===== config.mk =====
export PLATFORM = sky130hd
export DESIGN_NAME = validity_pair_gen
export DESIGN_NICKNAME = d
export VERILOG_FILES = /design/src/rtl/validity_pair_gen.sv
export SDC_FILE = /design/constraint.sdc
export NUM_CORES = 1
export LEC_CHECK = 0
export ABC_AREA = 1
export BUFFER_PORTS_ARGS = -buffer_cell sky130_fd_sc_hd__buf_2
export CAP_MARGIN = 10
export CORE_MARGIN = 10
export CORE_UTILIZATION = 54
export CTS_CLUSTER_DIAMETER = 60
export DETAILED_ROUTE_END_ITERATION = 10
export GPL_TIMING_DRIVEN = 1
export PLACE_DENSITY = 0.79
export REMOVE_ABC_BUFFERS = 1
export SLEW_MARGIN = 40
export SYNTH_ARGS = -nofsm -noshare
export SYNTH_HDL_FRONTEND = slang
export SYNTH_SLANG_ARGS = --single-unit

===== constraint.sdc =====
create_clock -name clk -period 4.4 [get_ports clk]
set_clock_uncertainty 0.15 [all_clocks]
set_input_delay 0.22 -clock clk [delete_from_list [all_inputs] [get_ports clk]]
set_output_delay 0.22 -clock clk [all_outputs]
set_load 0.005 [all_outputs]

===== src/rtl/validity_pair_gen.sv =====
// Burst generator for the redundant-lane checking path: emits LEN word pairs, optionally corrupts
// lane 1 at one index, and scores the checker's verdicts. Define VALIDITY_GEN_LFSR_EN for LFSR words.
module validity_pair_gen #(
  parameter int LEN   = 16,
  parameter int CNT_W = 8
) (
  input  logic             clk,
  input  logic             reset,
  input  logic             start,
  input  logic             inject_en,
  input  logic [CNT_W-1:0] inject_idx,
  input  logic             valid_in,
  output logic [2:0]       out0,
  output logic [2:0]       out1,
  output logic             out_valid,
  output logic             busy,
  output logic             done,
  output logic [CNT_W-1:0] err_count
);

  typedef enum logic [1:0] {IDLE, RUN, DRAIN, DONE} state_t;

  localparam logic [CNT_W-1:0] LAST_IDX = CNT_W'(LEN - 1);
  localparam logic [CNT_W-1:0] ONE      = CNT_W'(1);
  localparam logic [CNT_W-1:0] ERR_MAX  = '1;

`ifdef VALIDITY_GEN_LFSR_EN
  localparam logic [2:0] SEED = 3'b001;

  function automatic logic [2:0] gen_next(input logic [2:0] cur);
    return {cur[1:0], cur[2] ^ cur[1]};
  endfunction
`else
  localparam logic [2:0] SEED = 3'b000;

  function automatic logic [2:0] gen_next(input logic [2:0] cur);
    return cur + 3'd1;
  endfunction
`endif

  state_t           state, next_state;
  logic [CNT_W-1:0] index, idx_nxt;
  logic [CNT_W-1:0] inj_idx_q;
  logic             inj_en_q;
  logic             corrupt_q, corrupt_nxt;
  logic [2:0]       word_nxt;
  logic             out_valid_nxt, busy_nxt, done_nxt;
  logic             chk_d, exp_d;
  logic             accept, last;

  assign accept = (state == IDLE) && start;
  assign last   = (state == RUN) && (index == LAST_IDX);

  // NOTE: sequential state uses non-blocking assignments so every register samples pre-edge values.
  always_ff @(posedge clk or posedge reset) begin
    if (reset) state <= IDLE;
    else       state <= next_state;
  end

  always_comb begin
    // NOTE: every output of a combinational block gets a default first, so no latch is inferred.
    next_state = state;
    unique case (state)
      IDLE:  if (start) next_state = RUN;
      RUN:   if (last)  next_state = DRAIN;
      DRAIN: next_state = DONE;
      DONE:  next_state = IDLE;
      default: next_state = IDLE;
    endcase
  end

  // Output decode: values the registered outputs take on the next edge.
  always_comb begin
    out_valid_nxt = (next_state == RUN);
    busy_nxt      = (next_state == RUN) || (next_state == DRAIN);
    done_nxt      = (next_state == DONE);
    idx_nxt       = index;
    word_nxt      = out0;
    corrupt_nxt   = corrupt_q;
    if (accept) begin
      idx_nxt     = '0;
      word_nxt    = SEED;
      corrupt_nxt = inject_en && (inject_idx == '0);
    end else if ((state == RUN) && !last) begin
      idx_nxt     = index + ONE;
      word_nxt    = gen_next(out0);
      corrupt_nxt = inj_en_q && (inj_idx_q == idx_nxt);
    end
  end

  always_ff @(posedge clk or posedge reset) begin
    if (reset) begin
      index     <= '0;
      inj_en_q  <= 1'b0;
      inj_idx_q <= '0;
      corrupt_q <= 1'b0;
      out0      <= '0;
      out1      <= '0;
      out_valid <= 1'b0;
      busy      <= 1'b0;
      done      <= 1'b0;
    end else begin
      if (accept) begin
        inj_en_q  <= inject_en;
        inj_idx_q <= inject_idx;
      end
      index     <= idx_nxt;
      corrupt_q <= corrupt_nxt;
      out0      <= word_nxt;
      out1      <= word_nxt ^ {2'b00, corrupt_nxt};
      out_valid <= out_valid_nxt;
      busy      <= busy_nxt;
      done      <= done_nxt;
    end
  end

  // The checker's verdict for the pair presented now arrives one cycle later.
  always_ff @(posedge clk or posedge reset) begin
    if (reset) begin
      chk_d     <= 1'b0;
      exp_d     <= 1'b0;
      err_count <= '0;
    end else begin
      chk_d <= out_valid;
      exp_d <= ~corrupt_q;
      if (accept)
        err_count <= '0;
      else if (chk_d && (valid_in != exp_d) && (err_count != ERR_MAX))
        err_count <= err_count + ONE;
    end
  end

endmodule

==> impl_metrics.yaml, run 1 <==
layout:
  nNetsFinal: 309
  n_antenna_cell: 0
  layout-drive-gt1-share_pct: 17.7
  area_growth_syn_to_layout_pct: 15.5
sta:
  tns_ps: 0
  finalCriticalPeriod_ps: 1930
  fmax_mhz: 518
  rsz0062_at_grt: "no"
  worstMarginPinSlew_ps: 454
  slew_headroom_pct: 69.8
  fin_crit_sh_pct: 43.8
  maxSlewViolCount: 0
  hold_slack_ps: 9.00
  setup_violations: 0
  hold_viol_final: 0
clock_tree:
  cts_buffers: 5
  htreeDepth: 2
  clock-sinks: 37
  cts_tree: "done"
  clockBufferDepth: 2
  cts_root_buf: "clkbuf_8"
  cts_setup_buffers: 0
  clkTransAtPathRegs_ps: 70
  cts_resized: 0
  insertion_delay_ps: 290
synthesis:
  yosys_warnings: 0
  async_flop_share_pct: 100
  seq_area_frac_synth_pct: 46.5
  synthFlopType: "dfrtp_1"
  yosys.area_share.simple_pct: 30.9
  synth-edff-count: 0
  postSynthAreaPerCell_um2: 7.68
  ys_top_cells_by_count: "nand2_1 (65), inv_1 (44), dfrtp_1 (37)"
  synth_top_family_by_area: "simple AND/OR/NAND/NOR gates"
  synthTopCellsByArea: "dfrtp_1 (47%), nand2_1 (12%), inv_1 (8.3%)"
  synth_compound_area_share_pct: 9.12
  yosys_register_bits: 37
  synth-adder-area-share_pct: 2.52
  synth_top_area_share_pct: 46.5
  yosysMostFrequentCell: "nand2_1"
  netlist_area_um2: 1990
  yosysTopAreaCell: "dfrtp_1"
  synth.area.mux_share_pct: 0
  syn_inst: 259
  synth_xor_area_share_pct: 0.440
  synthDistinctLibCells: 28
die:
  ios: 30
  die_h_um: 80.7
  core-area_um2: 3440
  dieArea_um2: 6510
  start_util_pct: 57.8
  std_cell_rows: 21
  dieWidth_um: 80.7
global_routing:
  grt_pass1_vias: 1631
  grt.overflow.total: 0
  grt_max_degree: 38
  gr-usage-all-layers_pct: 14.3
  antenna_found_initial: 0
  grt_pass1_wl_mm: 7.47
pwr:
  p_int_mw: 0.859
  power_frac_seq_pct: 40.7
  p_sw_share_pct: 39.1
  p_comb_share_pct: 38.0
  netSwitchingPower_mw: 0.552
  ir_drop_v: 0.000265
  clock_power_share_pct: 21.3
  p_leak_nw: 1.19
  power_density_nw_per_um2: 614
worst_setup_path:
  crit_path_end_kind: "flop"
  r2r_cells: 9
  startpoint_type: "flop"
  worst-path-max-fanout: 9
  cp.required_ps: 4440
  reg2reg_setup_slack_ps: 2470
  critPathArrivalTime_ps: 1970
  worstSetupPathType: "flop to flop"
routing:
  routed_wl_mm: 4.16
  first_iter_violations: 83
  wl_per_cell_um: 12.3
  dr.pass1.iters: 4
  drt-vias-per-instance: 5.08
  drc: 0
  antenna_left: 0
  vias: 1721
run:
  max_cap_violations: 0
run_status:
  status: "completed"
worst_hold_path:
  hp-class: "input pin to flop"
  min_delay_path_depth: 3
placement:
  numPortBuffers: 29
  place_hpwl_mm: 3.20
  globalplace.congestion: 0.808
==> cell families (layout without fill, tap and decap cells) <==
group,after synthesis,in the layout
xor+xnor,1,1
fa+ha+maj,4,4
flops,37,37
simple gates,132,132
compound gates,33,33
buf+inv,52,86
==> worst max-delay path, stage by stage (launching register included) <==
cell and delay, ps:
dfrtp_1 440, ha_1 300, nand3_4 150, nor2_4 60, nor2_4 230, nand3_1 110
nor2_1 100, nand3_1 140, nand3_1 100, nand2_1 50
==> timing repair <==
item,in CTS,in global routing
endpoints found under the hold margin,37,0
setup endpoints to repair,0,0
hold buffers,1,0
==> cells in the final DEF (no fill, tap or decap), types with 2 or more instances in the layout <==
cell type,instances
buf_2,29
inv_2,2
clkbuf_8,6
nand3_1,24
or2_1,2
o22ai_1,2
dfrtp_1,37
nand4_1,5
nor2_4,4
nand2_2,3
nor2_1,18
o21ai_0,24
buf_4,2
inv_1,44
ha_1,4
nor3_1,6
a21oi_1,4
nand2_1,65
==> state kept, by name (all words and copies together) (netlist names) <==
signal and count:
corrupt_q 1, done 1, out1 2, inj_en_q 1
exp_d 1, err_count 8, chk_d 1, inj_idx_q 8
state 2, busy 1, out0 2, index 8
out_valid 1
==> layer usage <==
layer	global-route usage (%)	up-vias	share of wire [%]
met5	0	-	0
met2	23.4	35	49
met1	17.5	796	45
met3	3.79	4	5.3
li1	-	886	-
met4	5.19	0	1.0
==> worst paths after layout <==
path,startpoint,endpoint
worst max-delay path,index[0],out1[0]
worst min-delay path,inject_en,inj_en_q
worst max register to register,index[0],out1[0]
worst min register to register,out_valid,chk_d
max in group asynchronous,reset,inj_idx_q[7]
min in group asynchronous,reset,inj_idx_q[3]
==> power groups by stage <==
| stage | sequential [mW] | combinational (mW) | clock (mW) |
|---|---|---|---|
| 2_1_floorplan | 0.562 | 0.382 | 0 |
| 3_3_place_gp | 0.572 | 0.532 | 0 |
| 3_5_place_dp | 0.578 | 0.543 | 0 |
| 4_1_cts | 0.573 | 0.545 | 0.306 |
| 5_1_grt | 0.596 | 0.633 | 0.324 |
| 6_report | 0.574 | 0.536 | 0.301 |
==> stage by stage <==
step / cells / total power, mW / utilization [%] / cell area (um2) / setup slack (ps)
2_1_floorplan: 253 / 0.944 / - / 1950 / 2390
3_3_place_gp: 330 / 1.10 / 63.1 / 2170 / 2540
3_5_place_dp: 330 / 1.12 / 63.1 / 2170 / 2480
4_1_cts: 339 / 1.42 / 66.8 / 2300 / 2480
5_1_grt: 339 / 1.55 / 66.8 / 2300 / 2270
6_report: 339 / 1.41 / 66.8 / 2300 / 2470
==> cell type report <==
class	count	area, um2
fillers	306	1140
flip-flops and latches	37	926
multi-input cells	170	856
inverters	46	173
repair buffers	32	170
clock buffers	7	86.3
well taps	46	57.6
clock inverters	1	30.0
Note: power is estimated with default switching activity, not from simulation.
==> run 2, diff against run 1 <==
Clock period 4.4 ns to 1.9 ns, I/O delays scaled along.
==> run 2 against run 1 <==
Effect of this change: worst setup slack lost 2300 ps; final area grew 5.4%; sequential share of layout area shrank 2.0 points; global-route usage grew 0.75 points; first-iteration DRC count shrank 24%; via count grew 3.0%; critical path type unchanged; largest cell class unchanged; highest routed layer unchanged.
==> impl_metrics.yaml, run 2 (synthesis gave the netlist of run 1 again) <==
run_status:
  status: "completed"
pwr:
  p_leak_nw: 1.23
  power_frac_seq_pct: 41.1
  power.total_mw: 3.23
  power_density_nw_per_um2: 1330
  p_sw_share_pct: 41.5
  p_int_mw: 1.89
  netSwitchingPower_mw: 1.34
  p_comb_share_pct: 42.5
  clock_power_share_pct: 16.4
  ir_drop_v: 0.000795
layout:
  n_antenna_cell: 0
  fillers: 280
  area_growth_syn_to_layout_pct: 21.8
  finalInstanceArea_um2: 2420
  nNetsFinal: 323
  layout-drive-gt1-share_pct: 20.2
  final_common_cell: "nand2_1"
  final_cell_mix: "nand2_1 (65), inv_1 (44), dfrtp_1 (36)"
  top_regs: "err_count (8), index (8), inj_idx_q (8)"
routing:
  routed_wl_mm: 4.45
  antenna_left: 0
  drc: 0
  first_iter_violations: 63
  drt-vias-per-instance: 5.02
  vias: 1773
  dr.pass1.iters: 4
  wl_per_cell_um: 12.6
worst_setup_path:
  cp.depth: 8
  critPathMaxStageDelay_ps: 420
  cpMaxStageDelayCell: "dfrtp_1"
  critPathArrivalTime_ps: 1790
  crit_path_start: "index[1]"
  reg2reg_to: "busy"
  cp.required_ps: 1940
  crit_path_frequent_cell: "nor2_4"
  crit_family: "adder cells"
  reg2reg_setup_slack_ps: 150
  critPathBufInv: 2
  crit_chain: "ha_4, nand3_4, nor2_4, nor2_4, inv_2, nand2_1, ha_1, inv_1"
  crit_path_end: "busy"
  crit_path_end_kind: "flop"
  r2r_cells: 8
  worst-path-max-fanout: 7
  r2r_start: "index[1]"
  worstSetupPathType: "flop to flop"
  startpoint_type: "flop"
placement:
  numPortBuffers: 29
  globalplace.congestion: 0.895
  place_ws_ps: 57.8
  place_hpwl_mm: 3.17
  dpl_cell_area_um2: 2190
sta:
  setup_violations: 0
  fin_ws_ps: 152
  slew_headroom_pct: 69.6
  hold_viol_final: 0
  fin_crit_sh_pct: 92.0
  hold_slack_ps: 227
  tns_ps: 0
  rsz0062_at_grt: "yes"
  worstMarginPinSlew_ps: 456
  finalCriticalPeriod_ps: 1750
  maxSlewViolCount: 0
  fmax_mhz: 572
worst_hold_path:
  holdCritStartpoint: "out_valid"
  hp-class: "flop to flop"
  min_delay_path_depth: 0
die:
  ios: 30
  dieArea_um2: 6510
  core-area_um2: 3440
  std_cell_rows: 21
  start_util_pct: 57.8
  die_h_um: 80.7
  dieWidth_um: 80.7
global_routing:
  grt_pass1_wl_mm: 7.85
  grt_max_degree: 38
  grt.overflow.total: 0
  antenna_found_initial: 0
  gr-usage-all-layers_pct: 15.0
  grt_pass1_vias: 1790
clock_tree:
  clockBufferDepth: 2
  htreeDepth: 2
  clkTransAtPathRegs_ps: 70
  cts_tree: "done"
  cts_root_buf: "clkbuf_8"
  cts_buffers: 5
  insertion_delay_ps: 300
  clock-sinks: 37
run:
  max_cap_violations: 0
==> run 2: cell types whose count changed in the layout (fill, tap and decap cells not counted), sizes merged <==
cell,change
buf,+3
bufinv,-1
clkinv,+2
dlygate4sd3,+10
==> run 2: how the worst min path moves through the flow <==
stage / endpoint / slack (ps)
3_5_place_dp: busy / 70
3_3_place_gp: busy / 70
4_1_cts: chk_d / 230
2_1_floorplan: inj_en_q / 90
6_report: chk_d / 230
5_1_grt: chk_d / 260
==> run 2: layer usage <==
metal  vias up  global-route usage (%)  wire length, um
met5         -                       0                0
met4         0                    6.40               81
met3         8                    4.90              279
met2        53                    25.0             2150
met1       801                    17.3             1930
li1        911                       -                -
==> run 2: final cells by class <==
class	count	area (um2)	share of cell area (%)
Inverter	46	173	7.12
Multi-Input combinational cell	170	886	36.6
Sequential cell	37	927	38.3
Timing Repair Buffer	46	298	12.3
Clock inverter	2	10.0	0.413
Tap cell	46	57.6	2.37
Clock buffer	6	72.6	2.99
==> run 2: power groups by stage <==
stage	Clock [mW]	Combinational, mW	Sequential [mW]
5_1_grt	0.577	1.61	1.37
2_1_floorplan	0	0.885	1.30
6_report	0.529	1.38	1.33
4_1_cts	0.540	1.33	1.32
3_5_place_dp	0	1.30	1.33
3_3_place_gp	0	1.27	1.32
==> run 2: what timing repair did <==
action | 4_1_cts | 5_1_grt
hold buffers | 11 | 0
gates resized for setup | 1 | 7
buffers inserted | 0 | 2
hold endpoints to repair | 47 | 0
gates cloned | 0 | 0
pin swaps | 0 | 1
setup endpoints to repair | 1 | 8
==> run 2: per-stage QoR <==
stage,util [%],cells
after CTS,69.2,351
after global routing,70.4,353
after floorplan,-,253
final,70.4,353
after global placement,63.5,332
after detailed placement,63.5,332
